File: src/rtl/normalize_seq.sv
// Multi-cycle mantissa normalizer: left-shifts up to STEP bits per cycle.
// Define NORM_FLUSH_EN to flush denormal results to zero.
module normalize_seq #(
    parameter int EXP_W = 8,
    parameter int MAN_W = 26,
    parameter int STEP  = 4,
    parameter int SH_W  = $clog2(MAN_W) + 1
) (
    input  logic             clk,
    input  logic             rst_n,
    input  logic             in_valid,
    output logic             in_ready,
    input  logic [EXP_W-1:0] exp_in,
    input  logic [MAN_W-1:0] mantis_in,
    output logic             out_valid,
    input  logic             out_ready,
    output logic [EXP_W-1:0] exp_out,
    output logic [MAN_W-1:0] mantis_out,
    output logic [SH_W-1:0]  shift_total,
    output logic             zero,
    output logic             denorm
);

    localparam int CW = ((EXP_W > SH_W) ? EXP_W : SH_W) + 1;

    typedef enum logic [1:0] {
        IDLE = 2'd0,
        BUSY = 2'd1,
        DONE = 2'd2
    } state_t;

    state_t state, state_nx;

    logic [MAN_W-1:0] m;
    logic [EXP_W-1:0] e;
    logic [SH_W-1:0]  sh;
    logic             zero_r;
    logic             denorm_r;

    logic [SH_W-1:0]  lz;
    logic [CW-1:0]    s_w;
    logic [SH_W-1:0]  s;
    logic [MAN_W-1:0] m_sh;
    logic [EXP_W-1:0] e_nx;
    logic             m_zero;
    logic             stay;
    logic             accept;
    logic             dn_out;

    // Highest set bit wins, so the scan runs upward
    always_comb begin
        lz = SH_W'(MAN_W);
        for (int i = 0; i < MAN_W; i++) begin
            if (m[i]) lz = SH_W'(MAN_W - 1 - i);
        end
    end

    always_comb begin
        s_w = CW'(lz);
        if (CW'(STEP) < s_w) s_w = CW'(STEP);
        if (CW'(e) < s_w) s_w = CW'(e);
        s      = SH_W'(s_w);
        m_sh   = m << s;
        e_nx   = e - EXP_W'(s_w);
        m_zero = (m == '0);
        stay   = (s_w == CW'(STEP));
        dn_out = ~m_sh[MAN_W-1];
        accept = in_valid && (state == IDLE);
    end

    always_ff @(posedge clk or negedge rst_n) begin
        if (!rst_n) state <= IDLE;
        else        state <= state_nx;
    end

    always_comb begin
        state_nx = state;
        unique case (state)
            IDLE: if (in_valid) state_nx = BUSY;
            BUSY: if (m_zero || !stay) state_nx = DONE;
            DONE: if (out_ready) state_nx = IDLE;
            default: state_nx = IDLE;
        endcase
    end

    always_comb begin
        in_ready  = (state == IDLE);
        out_valid = (state == DONE);
    end

    always_ff @(posedge clk or negedge rst_n) begin
        if (!rst_n) begin
            m        <= '0;
            e        <= '0;
            sh       <= '0;
            zero_r   <= 1'b0;
            denorm_r <= 1'b0;
        end else if (accept) begin
            m        <= mantis_in;
            e        <= exp_in;
            sh       <= '0;
            zero_r   <= 1'b0;
            denorm_r <= 1'b0;
        end else if (state == BUSY) begin
            if (m_zero) begin
                e      <= '0;
                zero_r <= 1'b1;
            end else begin
                m  <= m_sh;
                e  <= e_nx;
                sh <= sh + s;
                if (!stay && dn_out) begin
`ifdef NORM_FLUSH_EN
                    m      <= '0;
                    e      <= '0;
                    zero_r <= 1'b1;
`else
                    denorm_r <= 1'b1;
`endif
                end
            end
        end
    end

    assign exp_out     = e;
    assign mantis_out  = m;
    assign shift_total = sh;
    assign zero        = zero_r;
    assign denorm      = denorm_r;

endmodule

File: config.mk
export PLATFORM = sky130hd
export DESIGN_NAME = normalize_seq
export DESIGN_NICKNAME = d
export VERILOG_FILES = /design/src/rtl/normalize_seq.sv
export SDC_FILE = /design/constraint.sdc
export NUM_CORES = 1
export LEC_CHECK = 0
export CAP_MARGIN = 10
export CORE_MARGIN = 4
export CORE_UTILIZATION = 40
export CTS_CLUSTER_SIZE = 40
export DETAILED_ROUTE_END_ITERATION = 10
export MAX_ROUTING_LAYER = met4
export PLACE_DENSITY = 0.76
export SLEW_MARGIN = 20
export SYNTH_ARGS = -nofsm -noshare
export SYNTH_HDL_FRONTEND = slang
export SYNTH_SLANG_ARGS = --single-unit
File: constraint.sdc
create_clock -name clk -period 7 [get_ports clk]
set_clock_uncertainty 0.2 [all_clocks]
set_input_delay 1.4 -clock clk [delete_from_list [all_inputs] [get_ports clk]]
set_output_delay 1.4 -clock clk [all_outputs]
set_load 0.02 [all_outputs]
==> impl_metrics.env, run 1 <==
export IMPL_htree_levels=2
export IMPL_ant_nets=0
export IMPL_synth_simple_gate_area_share=0.168
export IMPL_mean_syn_cell_area_um2=8.67
export IMPL_rsz_0062_raised_after_global_routing="no"
export IMPL_synthDominantAreaCellType="sky130_fd_sc_hd__dfrtp_1"
export IMPL_cts_buffers_inserted=5
export IMPL_grt_start_max_net_pins=45
export IMPL_placementRows=35
export IMPL_filler_cell_count=872
export IMPL_timing_hold_worst_start="zero$_DFFE_PN0P_"
export IMPL_hold_violations=0
export IMPL_clock_sinks=44
export IMPL_design_die_area_mm2=0.0113
export IMPL_globalplace_congestion=0.932
export IMPL_yosysWarningCount=0
export IMPL_achievable_frequency_ghz=0.184
export IMPL_synthMuxAreaShare=0.183
export IMPL_register_to_register_path_depth=18
export IMPL_totalNegativeSetupSlack_ns=0
export IMPL_run_status="finished, final reports clean"
export IMPL_synth_xor_area_frac=0.0113
export IMPL_port_buffers=81
export IMPL_cp_start_kind="flop"
export IMPL_antenna_found_initial=0
export IMPL_starting_density_of_the_core=0.415
export IMPL_drt_pass1_iter_count=4
export IMPL_synth_distinct_cells=62
export IMPL_post_drt_via_cell_ratio=6.12
export IMPL_routed_wirelength_um=14100
export IMPL_timing_rr_end="exp_out[7]$_DFFE_PN0P_"
export IMPL_timing_critical_path_cells="nor4_1 > inv_1 > ha_1 > a211o_1 > a21o_1 > a21oi_4 > mux2i_4 > buf_4 > inv_1 > ha_1 > nor2b_1 > o21ai_0 > nand2b_1 > a21o_1 > a21oi_1 > nand2_1 > or4_1 > nand3_1"
export IMPL_ys_seq_elements=44
export IMPL_mostFrequentLayoutCell="sky130_fd_sc_hd__clkdlybuf4s50_1"
export IMPL_synth_top_family_by_area="compound AO/OA/AOI/OAI gates"
export IMPL_hold_class="flop to flop"
export IMPL_drive_above_1_share=0.0664
export IMPL_seqCellArea_mm2=0.00110
export IMPL_ys_seq_area_frac=0.284
export IMPL_post_synth_inst_count=447
export IMPL_crit_start="mantis_out[22]$_DFFE_PN0P_"
export IMPL_wire_length_of_the_first_global_routing_pass_um=22200
export IMPL_holdPathStages=2
export IMPL_slowest_delay_ns=0.54
export IMPL_global_route_overflow_total=0
export IMPL_synth_compound_area_frac=0.242
export IMPL_final_nets=565
export IMPL_max_slew_margin_rel=0.380
export IMPL_synthTopCellsByArea="sky130_fd_sc_hd__dfrtp_1, sky130_fd_sc_hd__mux2i_1, sky130_fd_sc_hd__ha_1"
export IMPL_r2r_setup_slack_ns=1.56
export IMPL_synth_adder_area_share=0.0556
export IMPL_dominantRegCellSynth="sky130_fd_sc_hd__dfrtp_1"
export IMPL_hold_end="zero$_DFFE_PN0P_"
export IMPL_dpl_hpwl_um=10200
export IMPL_post_cts_setup_buffer_count=0
export IMPL_hold_buf_cts=0
export IMPL_first_global_vias=3887
export IMPL_postSynth_asyncResetShare=1.00
export IMPL_ioPinCount=82
export IMPL_drt_wirelength_per_cell_um=22.0
export IMPL_cp_max_fo=31
export IMPL_clock_latency_ns=0.32
export IMPL_fp_coreArea_mm2=0.00933
export IMPL_cell_with_the_largest_stage_delay_on_the_worst_path="sky130_fd_sc_hd__nor4_1"
export IMPL_timing_final_max_slew_violations=0
export IMPL_tritoncts_clock_tree="yes"
export IMPL_synth_top_cell_area_share=0.284
export IMPL_dieWidth_um=106
export IMPL_min_period_ns=5.44
export IMPL_synth_edf_count=0
export IMPL_max_capacitance_violation_count=0
export IMPL_synth_cell_area_mm2=0.00387
export IMPL_layout_common_cells="sky130_fd_sc_hd__clkdlybuf4s50_1, sky130_fd_sc_hd__mux2i_1, sky130_fd_sc_hd__dfrtp_1, sky130_fd_sc_hd__nand2_1, sky130_fd_sc_hd__nor2_1"
export IMPL_area_added_between_synthesis_and_finish_pct=25.1
export IMPL_diodes=0
export IMPL_cts_clk_slew_worst_paths_ns=0.11
export IMPL_route_detailed_drc=0
export IMPL_first_iter_violations=399
export IMPL_worst_r2r_startpoint="mantis_out[22]$_DFFE_PN0P_"
export IMPL_die_height_um=106
export IMPL_critical_path_class="flop to flop"
export IMPL_worst_ep_required_time_ns=7.06
export IMPL_end_kind="flop"
export IMPL_multiInputGateArea_mm2=0.00259
export IMPL_worstMarginPinSlew_ns=0.922
export IMPL_final_report_setup_violation_count=0
export IMPL_routed_via_count=3922
export IMPL_clockBufferDepth=2
export IMPL_grt_util_all_layers=0.255
export IMPL_period_share=0.778
export IMPL_worst_path_arrival_ns=5.50
export IMPL_post_cts_resize_count=0
export IMPL_cts_root_buffer="sky130_fd_sc_hd__clkbuf_8"
[layer usage]
metal,vias up,part of all wire,GRT usage
met3,22,0.068,0.0340
met5,-,0,-
met1,1916,0.44,0.360
met4,0,0.024,0.0658
li1,1796,-,-
met2,188,0.47,0.386
[kinds of logic (layout without fill, tap and decap cells)]
group           after synthesis  count (layout)
simple gates                135             135
compound gates              138             138
xor+xnor                      5               5
other cells                   1               2
fa+ha+maj                    16              16
flops                        44              44
buf+inv                      39             103
mux                          69              69
[how the worst max path moves through the flow]
| stage | cells past startpoint | end |
|---|---|---|
| finish | 18 | exp_out[7]$_DFFE_PN0P_ |
| global route | 18 | exp_out[7]$_DFFE_PN0P_ |
| CTS | 18 | exp_out[7]$_DFFE_PN0P_ |
| detailed placement | 18 | exp_out[7]$_DFFE_PN0P_ |
| global placement | 18 | exp_out[7]$_DFFE_PN0P_ |
| floorplan | 19 | exp_out[7]$_DFFE_PN0P_ |
[cell usage after synthesis, types with 3 or more instances]
master	instances
sky130_fd_sc_hd__nor3_1	4
sky130_fd_sc_hd__nand3_1	13
sky130_fd_sc_hd__o211ai_1	6
sky130_fd_sc_hd__a31oi_1	6
sky130_fd_sc_hd__buf_1	4
sky130_fd_sc_hd__nand2_1	38
sky130_fd_sc_hd__a22oi_1	7
sky130_fd_sc_hd__a221oi_1	3
sky130_fd_sc_hd__ha_1	14
sky130_fd_sc_hd__a211o_1	3
sky130_fd_sc_hd__nor4_1	7
sky130_fd_sc_hd__nor2_1	36
sky130_fd_sc_hd__inv_1	8
sky130_fd_sc_hd__nand2b_1	4
sky130_fd_sc_hd__and3_1	11
sky130_fd_sc_hd__buf_2	6
sky130_fd_sc_hd__mux2i_1	61
sky130_fd_sc_hd__dfrtp_1	44
sky130_fd_sc_hd__nor2b_1	11
sky130_fd_sc_hd__o21ai_0	28
sky130_fd_sc_hd__o21ai_1	4
sky130_fd_sc_hd__a21oi_1	29
sky130_fd_sc_hd__a21o_1	6
sky130_fd_sc_hd__mux2_2	6
sky130_fd_sc_hd__clkbuf_1	13
sky130_fd_sc_hd__o21a_1	4
sky130_fd_sc_hd__xnor2_1	3
sky130_fd_sc_hd__a211oi_1	11
sky130_fd_sc_hd__a221o_1	7
sky130_fd_sc_hd__o22ai_1	7
[critical path: cells and delay by family, from the launching register on]
kind / cells / cell delay [ns]
compound gates: 6 / 1.35
fa+ha+maj: 2 / 0.74
buf+inv: 3 / 0.95
flops: 1 / 0.46
mux: 1 / 0.26
simple gates: 6 / 1.41
[state kept, by name (all words and copies together), names as in the netlist]
register     count
exp_out          8
shift_total      6
state            2
denorm           1
mantis_out      26
zero             1
[cell type report]
| class | count | share of cell area |
|---|---|---|
| multi-input combinational | 365 | 0.534 |
| clock inverter | 3 | 0.00955 |
| clock buffer | 5 | 0.0142 |
| tap | 129 | 0.0333 |
| inverter | 9 | 0.00697 |
| sequential | 44 | 0.227 |
| timing repair buffer | 86 | 0.175 |
[stage by stage]
| stage | area [µm²] | util | hold WS [ns] | std cells | worst slack [ns] |
|---|---|---|---|---|---|
| floorplan | 3880 | - | 0.362 | 448 | 2.61 |
| global placement | 4730 | 0.507 | 0.284 | 633 | 1.89 |
| detailed placement | 4730 | 0.507 | 0.287 | 633 | 1.67 |
| CTS | 4840 | 0.519 | 0.326 | 641 | 1.64 |
| global route | 4850 | 0.520 | 0.350 | 641 | 1.22 |
| finish | 4850 | 0.520 | 0.321 | 641 | 1.56 |
Power of run 1 is not shown: default switching activity piles up to over one toggle a cycle in this logic, so the estimate is an artifact.
==> run 2: changes to the inputs <==
--- a/config.mk
+++ b/config.mk
@@ -11,7 +11,7 @@
 export CTS_CLUSTER_SIZE = 40
 export DETAILED_ROUTE_END_ITERATION = 10
 export MAX_ROUTING_LAYER = met4
-export PLACE_DENSITY = 0.76
+export PLACE_DENSITY = 0.79
 export SLEW_MARGIN = 20
 export SYNTH_ARGS = -nofsm -noshare
 export SYNTH_HDL_FRONTEND = slang
==> constraint.sdc (replaced) <==
create_clock -name clk -period 4.88 [get_ports clk]
set_clock_uncertainty 0.2 [all_clocks]
set_input_delay 0.976 -clock clk [delete_from_list [all_inputs] [get_ports clk]]
set_output_delay 0.976 -clock clk [all_outputs]
set_load 0.02 [all_outputs]
==> run 2 against run 1 <==
  * Maximum frequency rose by 22%
  * Wire length barely moved
  * Setup slack got worse by 1.1 ns
  * Count of clock-buffer cells in the layout did not move
  * Sequential share of layout area fell by 0.27 points
  * Critical path type unchanged
  * Critical path depth fell by 6
  * Die area did not move
==> impl_metrics.env, run 2 (synthesis gave the netlist of run 1 again) <==
export IMPL_hold_violations=0
export IMPL_cp_max_fo=41
export IMPL_antenna_found_initial=0
export IMPL_slowest_delay_ns=0.48
export IMPL_clock_latency_ns=0.31
export IMPL_placementRows=35
export IMPL_max_slew_margin_rel=0.428
export IMPL_area_added_between_synthesis_and_finish_pct=26.6
export IMPL_holdPathStages=1
export IMPL_drt_wirelength_per_cell_um=21.8
export IMPL_worst_ep_required_time_ns=4.88
export IMPL_hold_class="flop to flop"
export IMPL_tritoncts_clock_tree="yes"
export IMPL_clockBufferDepth=2
export IMPL_port_buffers=81
export IMPL_routed_wirelength_um=14100
export IMPL_worstMarginPinSlew_ns=0.855
export IMPL_first_global_vias=3969
export IMPL_multiInputGateArea_mm2=0.00259
export IMPL_global_route_overflow_total=0
export IMPL_clock_sinks=44
export IMPL_cts_root_buffer="sky130_fd_sc_hd__clkbuf_8"
export IMPL_mostFrequentLayoutCell="sky130_fd_sc_hd__clkdlybuf4s50_1"
export IMPL_design_die_area_mm2=0.0113
export IMPL_dpl_hpwl_um=10300
export IMPL_rsz_0062_raised_after_global_routing="no"
export IMPL_final_report_setup_violation_count=0
export IMPL_drt_pass1_iter_count=7
export IMPL_first_iter_violations=384
export IMPL_worst_path_arrival_ns=4.45
export IMPL_max_capacitance_violation_count=0
export IMPL_dieWidth_um=106
export IMPL_routed_via_count=4044
export IMPL_timing_critical_path_cells="nor4_1 > inv_1 > ha_1 > a211o_1 > a211oi_1 > a2bb2oi_4 > buf_12 > mux2i_1 > o21ai_0 > a21oi_1 > o22ai_1 > or2_2"
export IMPL_diodes=0
export IMPL_hold_buf_cts=0
export IMPL_cts_clk_slew_worst_paths_ns=0.09
export IMPL_critical_path_class="flop to flop"
export IMPL_die_height_um=106
export IMPL_cp_start_kind="flop"
export IMPL_post_cts_setup_buffer_count=0
export IMPL_post_drt_via_cell_ratio=6.24
export IMPL_cell_with_the_largest_stage_delay_on_the_worst_path="sky130_fd_sc_hd__dfrtp_1"
export IMPL_final_nets=572
export IMPL_totalNegativeSetupSlack_ns=0
export IMPL_drive_above_1_share=0.0790
export IMPL_register_to_register_path_depth=12
export IMPL_end_kind="flop"
export IMPL_flip_flop_count_of_the_largest_register_after_layout=26
export IMPL_route_detailed_drc=0
export IMPL_seqCellArea_mm2=0.00110
export IMPL_starting_density_of_the_core=0.415
export IMPL_filler_cell_count=865
export IMPL_cts_buffers_inserted=5
export IMPL_grt_util_all_layers=0.257
export IMPL_globalplace_congestion=0.946
export IMPL_run_status="finished, final reports clean"
export IMPL_achievable_frequency_ghz=0.224
export IMPL_post_cts_resize_count=0
export IMPL_grt_start_max_net_pins=45
export IMPL_layout_common_cells="sky130_fd_sc_hd__clkdlybuf4s50_1, sky130_fd_sc_hd__mux2i_1, sky130_fd_sc_hd__dfrtp_1, sky130_fd_sc_hd__nand2_1, sky130_fd_sc_hd__nor2_1"
export IMPL_wire_length_of_the_first_global_routing_pass_um=22300
export IMPL_min_period_ns=4.46
export IMPL_ioPinCount=82
export IMPL_period_share=0.913
export IMPL_ant_nets=0
export IMPL_fp_coreArea_mm2=0.00933
export IMPL_timing_final_max_slew_violations=0
export IMPL_htree_levels=2
==> run 2: cell count changes in the layout (fill, tap and decap cells not counted), sizes merged <==
cell    change
buf         +7
clkinv      +1
inv         -1
==> run 2: path summary, 6_finish.rpt <==
| path | start | end | slack, ns |
|---|---|---|---|
| setup reg to reg | mantis_out[22]$_DFFE_PN0P_ | mantis_out[22]$_DFFE_PN0P_ | 0.42 |
| setup / recovery | mantis_out[22]$_DFFE_PN0P_ | mantis_out[22]$_DFFE_PN0P_ | 0.42 |
| hold reg to reg | shift_total[5]$_DFFE_PN0P_ | shift_total[5]$_DFFE_PN0P_ | 0.30 |
| min in group asynchronous | rst_n | mantis_out[7]$_DFFE_PN0P_ | 0.55 |
| hold / removal | shift_total[5]$_DFFE_PN0P_ | shift_total[5]$_DFFE_PN0P_ | 0.30 |
| max in group asynchronous | rst_n | state[1]$_DFFE_PN0P_ | 3.51 |
==> run 2: area by class of cell <==
cell class	count	share of cell area
clock buffers	5	0.0140
clock inverters	3	0.00867
inverters	9	0.00689
multi-input cells	365	0.528
flip-flops and latches	44	0.224
well taps	129	0.0329
repair buffers	93	0.185
==> run 2: worst max-delay path, delay by kind of cell (launching register included) <==
family / cells / cell delay (ns)
compound gates: 6 / 1.98
fa+ha+maj: 1 / 0.31
buf+inv: 2 / 0.37
flops: 1 / 0.48
mux: 1 / 0.24
simple gates: 2 / 0.72
==> run 2: routing by layer <==
layer / vias to the layer above / share of wire / track usage
li1: 1811 / - / -
met1: 1964 / 0.42 / 0.348
met2: 234 / 0.46 / 0.380
met3: 35 / 0.092 / 0.0498
met4: 0 / 0.031 / 0.100
met5: - / 0 / -
==> run 2: metrics by stage <==
step                area (µm²)  hold slack [ns]  cells  setup slack [ns]  utilization
global route              4900            0.339    648             0.115        0.526
global placement          4790            0.287    640             0.655        0.514
floorplan                 3880            0.362    448             0.487            -
CTS                       4900            0.305    648             0.454        0.526
detailed placement        4790            0.289    640             0.509        0.514
finish                    4900            0.303    648             0.424        0.526
Power of run 2 is left out for the same reason.
==> run 3: changes to the inputs <==
--- a/config.mk
+++ b/config.mk
@@ -12,6 +12,7 @@
 export DETAILED_ROUTE_END_ITERATION = 10
 export MAX_ROUTING_LAYER = met4
 export PLACE_DENSITY = 0.79
+export REMOVE_ABC_BUFFERS = 1
 export SLEW_MARGIN = 20
 export SYNTH_ARGS = -nofsm -noshare
 export SYNTH_HDL_FRONTEND = slang
==> run 3 against run 2 <==
  * Flip-flop and latch count is the same
  * Non-clock buffer count fell by 2
  * Worst hold slack lost 0.0011 ns
  * Count of clock-buffer cells in the layout up 1
  * Wire length decreased by 6.1%
  * Via count is 4.1% lower
  * First-iteration DRC count fell by 10%
  * Global-route usage shrank 1.9 points
  * Final cell count down 0.31%
  * Design area is 0.18% lower
  * Critical path type unchanged
  * Register-to-register slack lost 0.03 ns
  * Critical path depth is 4 higher
==> impl_metrics.env, run 3 (synthesis gave the netlist of run 1 again) <==
export IMPL_run_status="finished, final reports clean"
export IMPL_first_global_vias=3808
export IMPL_register_to_register_path_depth=16
export IMPL_rsz_0062_raised_after_global_routing="no"
export IMPL_dieWidth_um=106
export IMPL_mostFrequentLayoutCell="sky130_fd_sc_hd__clkdlybuf4s50_1"
export IMPL_hold_violations=0
export IMPL_critical_path_class="flop to flop"
export IMPL_clockBufferDepth=2
export IMPL_postLayoutSetupSlackWorst_ns=0.390
export IMPL_route_detailed_drc=0
export IMPL_grt_util_all_layers=0.238
export IMPL_post_drt_via_cell_ratio=6.01
export IMPL_end_kind="flop"
export IMPL_r2r_setup_slack_ns=0.39
export IMPL_ioPinCount=82
export IMPL_drive_above_1_share=0.0774
export IMPL_first_iter_violations=344
export IMPL_cts_clk_slew_worst_paths_ns=0.10
export IMPL_clock_sinks=44
export IMPL_placementRows=35
export IMPL_hold_end="shift_total[5]$_DFFE_PN0P_"
export IMPL_grt_start_max_net_pins=45
export IMPL_drt_pass1_iter_count=6
export IMPL_ant_nets=0
export IMPL_finalCoreUtilization=0.525
export IMPL_seqCellArea_mm2=0.00110
export IMPL_diodes=0
export IMPL_timing_rr_end="exp_out[7]$_DFFE_PN0P_"
export IMPL_global_route_overflow_total=0
export IMPL_starting_density_of_the_core=0.415
export IMPL_dpl_worst_slack_ns=0.287
export IMPL_htree_levels=2
export IMPL_worstMarginPinSlew_ns=0.967
export IMPL_worst_path_arrival_ns=4.54
export IMPL_drt_wirelength_per_cell_um=20.5
export IMPL_wire_length_of_the_first_global_routing_pass_um=21000
export IMPL_globalplace_congestion=0.943
export IMPL_holdPathStages=1
export IMPL_period_share=0.920
export IMPL_max_capacitance_violation_count=0
export IMPL_m1WireLength_um=5860
export IMPL_tritoncts_clock_tree="yes"
export IMPL_timing_final_max_slew_violations=0
export IMPL_max_slew_margin_rel=0.354
export IMPL_die_height_um=106
export IMPL_min_period_ns=4.49
export IMPL_flip_flop_count_of_the_largest_register_after_layout=26
export IMPL_worst_r2r_startpoint="mantis_out[22]$_DFFE_PN0P_"
export IMPL_cp_max_fo=14
export IMPL_cp_start_kind="flop"
export IMPL_hold_slack_ns=0.302
export IMPL_achievable_frequency_ghz=0.223
export IMPL_multiInputGateArea_mm2=0.00259
export IMPL_final_report_setup_violation_count=0
export IMPL_cts_root_buffer="sky130_fd_sc_hd__clkbuf_8"
export IMPL_antenna_found_initial=0
export IMPL_area_added_between_synthesis_and_finish_pct=26.4
export IMPL_routed_wirelength_um=13200
export IMPL_fp_coreArea_mm2=0.00933
export IMPL_hold_buf_cts=0
export IMPL_maxUsedRoutingLayer="met4"
export IMPL_routed_via_count=3880
export IMPL_dpl_hpwl_um=9610
export IMPL_cts_buffers_inserted=5
export IMPL_wire_length_on_met2_um=6010
export IMPL_design_die_area_mm2=0.0113
export IMPL_routed_wl_met3_um=990
export IMPL_worst_ep_required_time_ns=4.93
export IMPL_clock_latency_ns=0.31
export IMPL_port_buffers=81
export IMPL_timing_hold_worst_start="shift_total[5]$_DFFE_PN0P_"
export IMPL_layout_common_cells="sky130_fd_sc_hd__clkdlybuf4s50_1, sky130_fd_sc_hd__mux2i_1, sky130_fd_sc_hd__dfrtp_1, sky130_fd_sc_hd__nand2_1, sky130_fd_sc_hd__nor2_1"
export IMPL_hold_class="flop to flop"
export IMPL_filler_cell_count=906
export IMPL_final_nets=570
export IMPL_totalNegativeSetupSlack_ns=0
-- run 3: changes by cell type in the layout (fill, tap and decap cells not counted) --
cell	delta
sky130_fd_sc_hd__buf_12	-1
sky130_fd_sc_hd__buf_2	-1
sky130_fd_sc_hd__clkinv_2	-1
sky130_fd_sc_hd__nor4_2	+1
sky130_fd_sc_hd__clkbuf_8	+1
sky130_fd_sc_hd__clkinv_4	+1
sky130_fd_sc_hd__clkinvlp_4	-1
sky130_fd_sc_hd__nor4_1	-1
-- run 3: how the worst max path moves through the flow --
stage                                    start                    endpoint  slack, ns  cells after the start
global route        mantis_out[22]$_DFFE_PN0P_      exp_out[7]$_DFFE_PN0P_       0.07                     16
CTS                 mantis_out[22]$_DFFE_PN0P_      exp_out[7]$_DFFE_PN0P_       0.25                     16
global placement    mantis_out[22]$_DFFE_PN0P_  mantis_out[22]$_DFFE_PN0P_       0.51                     12
finish              mantis_out[22]$_DFFE_PN0P_      exp_out[7]$_DFFE_PN0P_       0.39                     16
detailed placement  mantis_out[22]$_DFFE_PN0P_      exp_out[7]$_DFFE_PN0P_       0.29                     16
floorplan           mantis_out[22]$_DFFE_PN0P_      exp_out[7]$_DFFE_PN0P_      -1.65                     17
-- run 3: routing by layer --
metal | up-vias | track usage
met3 | 36 | 0.0316
met1 | 1846 | 0.329
met5 | - | -
li1 | 1812 | -
met4 | 0 | 0.0721
met2 | 186 | 0.363
-- run 3: area by class of cell --
type	instances	area share
Timing Repair Buffer	91	0.180
Inverter	9	0.00690
Sequential cell	44	0.225
Clock buffer	6	0.0169
Multi-Input combinational cell	365	0.530
Clock inverter	2	0.00792
Tap cell	129	0.0330
-- run 3: what timing repair did --
action | 4_1_cts | 5_1_grt
setup endpoints to repair | 0 | 1
setup buffers | 0 | 0
resized for setup | 0 | 1
-- run 3: through the flow --
| step | instances | cell area, µm² |
|---|---|---|
| 4_1_cts | 646 | 4890 |
| 3_3_place_gp | 638 | 4770 |
| 3_5_place_dp | 638 | 4770 |
| 5_1_grt | 646 | 4900 |
| 6_report | 646 | 4900 |
| 2_1_floorplan | 418 | 3700 |
-- run 3: critical path: stages (launching register included) --
cell	delay, ns
sky130_fd_sc_hd__dfrtp_1	0.47
sky130_fd_sc_hd__nor4_2	0.42
sky130_fd_sc_hd__inv_1	0.09
sky130_fd_sc_hd__ha_1	0.29
sky130_fd_sc_hd__a211o_1	0.33
sky130_fd_sc_hd__a21o_1	0.20
sky130_fd_sc_hd__a21oi_4	0.22
sky130_fd_sc_hd__mux2_4	0.34
sky130_fd_sc_hd__inv_2	0.25
sky130_fd_sc_hd__ha_1	0.33
sky130_fd_sc_hd__o21ai_0	0.10
sky130_fd_sc_hd__nand2b_1	0.11
sky130_fd_sc_hd__a21o_1	0.18
sky130_fd_sc_hd__a21oi_1	0.24
sky130_fd_sc_hd__nand2_1	0.11
sky130_fd_sc_hd__or4_1	0.44
sky130_fd_sc_hd__nand3_1	0.09
Power of run 3 is left out for the same reason.
